## src/rtl/maze_sram_responder.sv

```systemverilog
`default_nettype none
// ============================================================================
// Module   : maze_sram_responder
// Summary  : Single-port SRAM with a registered read port. Defining
//            MAZE_SRAM_SCAN_EN adds a D-triggered checksum / non-zero scan.
// Revision : 1.0  initial release
// ============================================================================
module maze_sram_responder #(
  parameter int DATA_WIDTH = 8,
  parameter int ADDR_WIDTH = 8
) (
  input  logic                  clk,
  input  logic                  reset,
  input  logic [ADDR_WIDTH-1:0] address,
  input  logic [DATA_WIDTH-1:0] data_in,
  output logic [DATA_WIDTH-1:0] data_out,
  input  logic                  cs,
  input  logic                  we,
  input  logic                  D,
  output logic                  busy,
  output logic                  scan_done,
  output logic [15:0]           checksum,
  output logic [ADDR_WIDTH:0]   nz_count
);

  localparam int c_DEPTH = 1 << ADDR_WIDTH;

  logic [DATA_WIDTH-1:0] r_mem [c_DEPTH];
  logic [DATA_WIDTH-1:0] r_data_out;
  logic                  w_access_en;

  // Storage is never reset so it can map onto a plain RAM macro.
  always_ff @(posedge clk) begin
    if (reset && cs && we && w_access_en) begin
      r_mem[address] <= data_in;
    end
  end

  always_ff @(posedge clk or negedge reset) begin
    if (!reset) begin
      r_data_out <= '0;
    end else if (cs && !we && w_access_en) begin
      r_data_out <= r_mem[address];
    end
  end

  assign data_out = r_data_out;

`ifdef MAZE_SRAM_SCAN_EN
  typedef enum logic [1:0] {
    IDLE = 2'd0,
    SCAN = 2'd1,
    DONE = 2'd2
  } state_t;

  state_t                r_state;
  logic                  r_d_q;
  logic [ADDR_WIDTH-1:0] r_scan_addr;
  logic [15:0]           r_checksum;
  logic [ADDR_WIDTH:0]   r_nz_count;
  logic                  r_busy;
  logic                  r_scan_done;
  logic [DATA_WIDTH-1:0] w_scan_word;

  assign w_scan_word = r_mem[r_scan_addr];
  // The router is locked out of the array for the whole sweep.
  assign w_access_en = (r_state != SCAN);

  always_ff @(posedge clk or negedge reset) begin
    if (!reset) begin
      r_state     <= IDLE;
      r_d_q       <= 1'b0;
      r_scan_addr <= '0;
      r_checksum  <= '0;
      r_nz_count  <= '0;
      r_busy      <= 1'b0;
      r_scan_done <= 1'b0;
    end else begin
      r_d_q <= D;
      case (r_state)
        IDLE: begin
          if (D && !r_d_q) begin
            r_state     <= SCAN;
            r_busy      <= 1'b1;
            r_scan_addr <= '0;
            r_checksum  <= '0;
            r_nz_count  <= '0;
          end
        end
        SCAN: begin
          r_checksum  <= r_checksum + 16'(w_scan_word);
          r_scan_addr <= r_scan_addr + ADDR_WIDTH'(1);
          if (w_scan_word != '0) begin
            r_nz_count <= r_nz_count + (ADDR_WIDTH+1)'(1);
          end
          if (r_scan_addr == '1) begin
            r_state     <= DONE;
            r_busy      <= 1'b0;
            r_scan_done <= 1'b1;
          end
        end
        DONE: begin
          if (!D) begin
            r_state     <= IDLE;
            r_scan_done <= 1'b0;
          end
        end
        default: begin
          r_state     <= IDLE;
          r_busy      <= 1'b0;
          r_scan_done <= 1'b0;
        end
      endcase
    end
  end

  assign busy      = r_busy;
  assign scan_done = r_scan_done;
  assign checksum  = r_checksum;
  assign nz_count  = r_nz_count;
`else
  logic w_unused_d;

  assign w_unused_d  = D;
  assign w_access_en = 1'b1;
  assign busy        = 1'b0;
  assign scan_done   = 1'b0;
  assign checksum    = '0;
  assign nz_count    = '0;
`endif

endmodule
`default_nettype wire

```

## config.mk

```make
export PLATFORM = sky130hd
export DESIGN_NAME = maze_sram_responder
export DESIGN_NICKNAME = d
export VERILOG_FILES = /design/src/rtl/maze_sram_responder.sv
export SDC_FILE = /design/constraint.sdc
export NUM_CORES = 2
export LEC_CHECK = 0
export ABC_CLOCK_PERIOD_IN_PS = 2500
export CAP_MARGIN = 30
export CORE_UTILIZATION = 29
export DETAILED_ROUTE_END_ITERATION = 10
export PLACE_DENSITY_LB_ADDON = 0.12
export SYNTH_ARGS = -nofsm -noshare
export SYNTH_HDL_FRONTEND = slang
export SYNTH_SLANG_ARGS = --single-unit
```

## constraint.sdc

```tcl
create_clock -name clk -period 2.5 [get_ports clk]
set_input_delay 0.25 -clock clk [delete_from_list [all_inputs] [get_ports clk]]
set_output_delay 0.25 -clock clk [all_outputs]
set_load 0.005 [all_outputs]
```

==> impl_summary.log <==
[metrics] leading area contributor after synthesis: sky130_fd_sc_hd__edfxtp_1
[metrics] CTS max path bufs: 4
[metrics] synthesized-area fraction occupied by xor and xnor cells: 0
[metrics] residual overflow from global routing: 0
[metrics] area fraction in compound gates after synthesis: 0.0267
[metrics] top cell types by occurrence after synthesis: sky130_fd_sc_hd__edfxtp_1 (2048), sky130_fd_sc_hd__mux4_2 (477), sky130_fd_sc_hd__nor2_1 (263), sky130_fd_sc_hd__mux2i_1 (162), sky130_fd_sc_hd__clkbuf_1 (85)
[metrics] setup ws final: approximately 0.0046 ns
[metrics] synthesis warning total: 0
[metrics] global-route met2 utilization: 0.294
[metrics] number of register bits inferred by synthesis: roughly 2100
[metrics] number of enable flip-flop cells after synthesis: 2048
[metrics] antenna violations before repair: 5
[metrics] first-pass GRT wire length: 354 mm
[metrics] leading register cell type out of synthesis: sky130_fd_sc_hd__edfxtp_1
[metrics] adder-cell share of the synthesized area: 0
[metrics] Hold Path Stages: 1
[metrics] peak-usage layer in the global routing report: met2
[metrics] area growth from synthesis to layout: 28.4%
[metrics] switching power: between 0.015 and 0.02 W
[metrics] switching power share of the total: 0.221
[metrics] number of cell instances on the worst register-to-register path: 6
[metrics] Hold Crit Class: in -> reg
[metrics] H-Tree Depth: 4
[metrics] most frequent cell on the critical path: sky130_fd_sc_hd__mux4_2
[metrics] Mapped Area: between 70000 and 80000 um2
[metrics] WHS: 0.0343 ns
[metrics] Finished Cell Area: 102000 um2
[metrics] main combinational cell family by area after synthesis: multiplexers
[metrics] final critical-path share of the clock period: 0.998
[metrics] Clk Latency, worst-skew pair: between 0.8 and 0.9 ns
[metrics] simple logic cell fraction of the synthesized area: 0.0262
[metrics] effective utilization at floorplan: 0.292
[metrics] most used standard cell by instance count after synthesis: sky130_fd_sc_hd__edfxtp_1
[metrics] Synth async-reset ratio: 0.00389
[metrics] Slew HR: 0.421
[metrics] grt met1 use: 0.259
[metrics] type of the worst setup path: reg -> reg
[metrics] top post-synthesis cells by area: sky130_fd_sc_hd__edfxtp_1 (77%), sky130_fd_sc_hd__mux4_2 (13%), sky130_fd_sc_hd__mux2i_1 (2.0%), sky130_fd_sc_hd__nor2_1 (1.2%), sky130_fd_sc_hd__buf_4 (0.70%)
[metrics] post-layout net count: around 4700
[metrics] overall routing resource usage: 0.182
[metrics] Critical Path Source Type: flop
[metrics] critical path peak fanout: 1
[metrics] worst clock skew: roughly 0.066 ns
[metrics] ratio of cells with drive above 1 in the final layout: 0.406
[metrics] Hold Violations, Final: 0
[metrics] power share of the sequential group: 0.501
[metrics] CP endpoint kind: flop
[metrics] standard cell core area: 274000 um2
[metrics] maximum number of pins on one net before global-route repair: 86
[metrics] clock edge transition at the registers on the reported setup and hold paths: approximately 0.06 ns
[metrics] Detailed Route WL: 253 mm
[metrics] Comb pwr share: 0.060
[metrics] TritonCTS clock tree: yes
[metrics] Iter 0 DRT Violations: between 3000 and 4000
[metrics] clock sink count: 2056
[metrics] mean instance size in the synthesized netlist: about 21 um2
[metrics] part of the total power dissipated in the clock network: 0.438
[metrics] number of placement rows: approximately 190
[metrics] post-detailed-placement half-perimeter wirelength: 172 mm
[metrics] part of the Yosys area used for sequential elements: 0.773
[metrics] maximum frequency from static timing analysis: roughly 400 MHz
[metrics] total via count in the routed design: slightly above 40000
[metrics] first-pass iteration count of the detailed router: 5
[metrics] count of maximum capacitance violations: 0
[metrics] signal arrival time at the worst endpoint: around 3.3 ns
[metrics] Post CTS Setup Buffer Count: 0
[metrics] internal power: slightly below 0.06 W
[metrics] final number of max-transition violations: 0
[metrics] Boundary Pins: 56
[metrics] total placed instance area: between 90000 and 100000 um2
[metrics] Slowest Stage Delay on Critical Path: about 0.54 ns
[metrics] Bufs and invs on worst path: 1
[metrics] vias in the first global route: between 40000 and 50000
[metrics] Critical Path RT: around 3.3 ns
[metrics] Leak: around 33 nW
[metrics] TritonCTS buffer count: 230
[metrics] gate count of the mapped netlist: between 3000 and 4000
[metrics] final setup violation count: 0
[metrics] mux share of post-synthesis cell area: 0.156
[metrics] unrepaired setup endpoints after global routing: false
[metrics] status: completed
[metrics] count of different cell masters after synthesis: 52
[metrics] power density cells: between 700 and 800 nW/um2
[metrics] DIE HEIGHT: roughly 530 um
[metrics] shortest period the worst path allows: between 2 and 2.5 ns
[metrics] family with the most delay on the worst path: multiplexers
[metrics] Post-Place Setup Slack: -1.04 ns
[metrics] Die Span X: approximately 530 um
[metrics] CTS root buf: sky130_fd_sc_hd__clkbuf_16
[metrics] detail-routed via count per cell: about 4.9
[metrics] Die Footprint: between 200000 and 300000 um2
[metrics] CP Depth: 6
[metrics] transition time at the pin with the least slew margin: just under 0.9 ns
[metrics] average wire per cell in the routed design: between 20 and 30 um
[metrics] GPL Wtd Cong: around 0.8
[metrics] ordered cell list for the critical path: mux4_2, mux4_2, a311oi_2, buf_4, o21ai_1, o32a_1
[metrics] DRC violation count after routing: 0
[metrics] Final ANT Viol Nets: 0
[metrics] count of input and output buffers: 27
[metrics] share of the synthesized area in the top cell type: 0.771
[metrics] met3 Usage GRT: 0.0258
[metrics] VDD IR-drop max: about 0.52 mV
[metrics] Worst path slowest cell: sky130_fd_sc_hd__mux4_2
worst reg2reg max path: cells and delay by family, from the launching register on:
kind | cells | cell delay [ns]
flops | 1 | 0.36
mux | 2 | 1.07
compound gates | 3 | 0.78
buf+inv | 1 | 0.19
area by class of cell:
class	count	area, um2
multi-input combinational	1454	18200
clock inverter	147	1390
fill	25000	171000
sequential	2056	61700
timing repair buffer	949	10700
antenna	1	2.50
inverter	1	3.75
clock buffer	275	5950
tap	3589	4490
flip-flops by register name (all words and copies together), names as in the netlist:
| register | count |
|---|---|
| r_mem | 2048 |
| data_out | 8 |
cell families (layout without fill, tap and decap cells):
kind of cell | count (synthesis) | count (layout)
flip-flops | 2056 | 2056
multiplexers | 649 | 649
AND/OR/NAND/NOR | 479 | 479
AO/OA/AOI/OAI | 299 | 299
buffers and inverters | 256 | 1372
other | 1 | 28
power by group through the flow:
stage          logic (W)  registers, W  clock network [W]
3_5_place_dp     0.00464        0.0387                  0
2_1_floorplan    0.00189        0.0387                  0
6_report         0.00458        0.0380             0.0332
3_3_place_gp     0.00463        0.0387                  0
4_1_cts          0.00467        0.0380             0.0341
5_1_grt          0.00483        0.0380             0.0353
cell usage in the layout (no fill, tap or decap), types with 9 or more instances in the layout:
cell type / synthesis / routed
sky130_fd_sc_hd__a21oi_1: 23 / 22
sky130_fd_sc_hd__a221oi_1: 11 / 10
sky130_fd_sc_hd__a22o_1: 16 / 16
sky130_fd_sc_hd__a22oi_1: 68 / 67
sky130_fd_sc_hd__buf_12: 0 / 278
sky130_fd_sc_hd__buf_4: 74 / 637
sky130_fd_sc_hd__buf_8: 0 / 10
sky130_fd_sc_hd__bufinv_16: 0 / 22
sky130_fd_sc_hd__clkbuf_1: 85 / 42
sky130_fd_sc_hd__clkbuf_16: 0 / 230
sky130_fd_sc_hd__clkdlybuf4s50_1: 0 / 13
sky130_fd_sc_hd__clkinv_1: 0 / 54
sky130_fd_sc_hd__clkinv_2: 0 / 44
sky130_fd_sc_hd__clkinvlp_4: 0 / 13
sky130_fd_sc_hd__conb_1: 1 / 27
sky130_fd_sc_hd__edfxtp_1: 2048 / 2048
sky130_fd_sc_hd__mux2_2: 10 / 10
sky130_fd_sc_hd__mux2i_1: 162 / 161
sky130_fd_sc_hd__mux4_2: 477 / 477
sky130_fd_sc_hd__nand2_1: 65 / 64
sky130_fd_sc_hd__nand2b_1: 15 / 15
sky130_fd_sc_hd__nand3_1: 37 / 21
sky130_fd_sc_hd__nand3_2: 0 / 16
sky130_fd_sc_hd__nor2_1: 263 / 82
sky130_fd_sc_hd__nor2_2: 0 / 51
sky130_fd_sc_hd__nor2_4: 0 / 130
sky130_fd_sc_hd__nor2b_1: 19 / 11
sky130_fd_sc_hd__nor3_1: 40 / 31
sky130_fd_sc_hd__nor3_2: 0 / 9
sky130_fd_sc_hd__o211ai_1: 9 / 9
sky130_fd_sc_hd__o21ai_0: 26 / 23
sky130_fd_sc_hd__o221ai_1: 12 / 12
sky130_fd_sc_hd__o22a_1: 12 / 11
sky130_fd_sc_hd__o22ai_1: 70 / 70
sky130_fd_sc_hd__or3_1: 9 / 9
metrics by stage:
stage,power (W),cells,utilization,setup TNS (ns)
3_5_place_dp,0.0434,8041,0.347,-252.31
6_report,0.0758,8472,0.374,0
3_3_place_gp,0.0434,8041,0.347,-252.38
4_1_cts,0.0768,8471,0.374,0
5_1_grt,0.0781,8472,0.374,0
2_1_floorplan,0.0406,3766,-,-72.42
what timing repair did:
action | CTS | global route
hold buffers | 8 | 0
pin swaps | 0 | 1
endpoints found under the setup margin | 5 | 6
gates resized for setup | 9 | 13
endpoints found under the hold margin | 374 | 0
routing by layer:
metal | vias to the layer above | part of all wire
li1 | 17600 | -
met1 | 22300 | 0.46
met2 | 877 | 0.48
met3 | 299 | 0.040
met4 | 0 | 0.022
met5 | - | 0
path summary, 6_finish.rpt:
check                        startpoint      endpoint  slack, ns
setup / recovery           r_mem[91][1]   data_out[1]      0.005
hold / removal               data_in[2]  r_mem[92][2]       0.03
setup reg to reg           r_mem[91][1]   data_out[1]      0.005
hold reg to reg             data_out[0]   data_out[0]       0.67
max in group asynchronous         reset   data_out[2]       1.92
min in group asynchronous         reset   data_out[0]       0.42
Note: power is estimated with default switching activity, not from simulation.
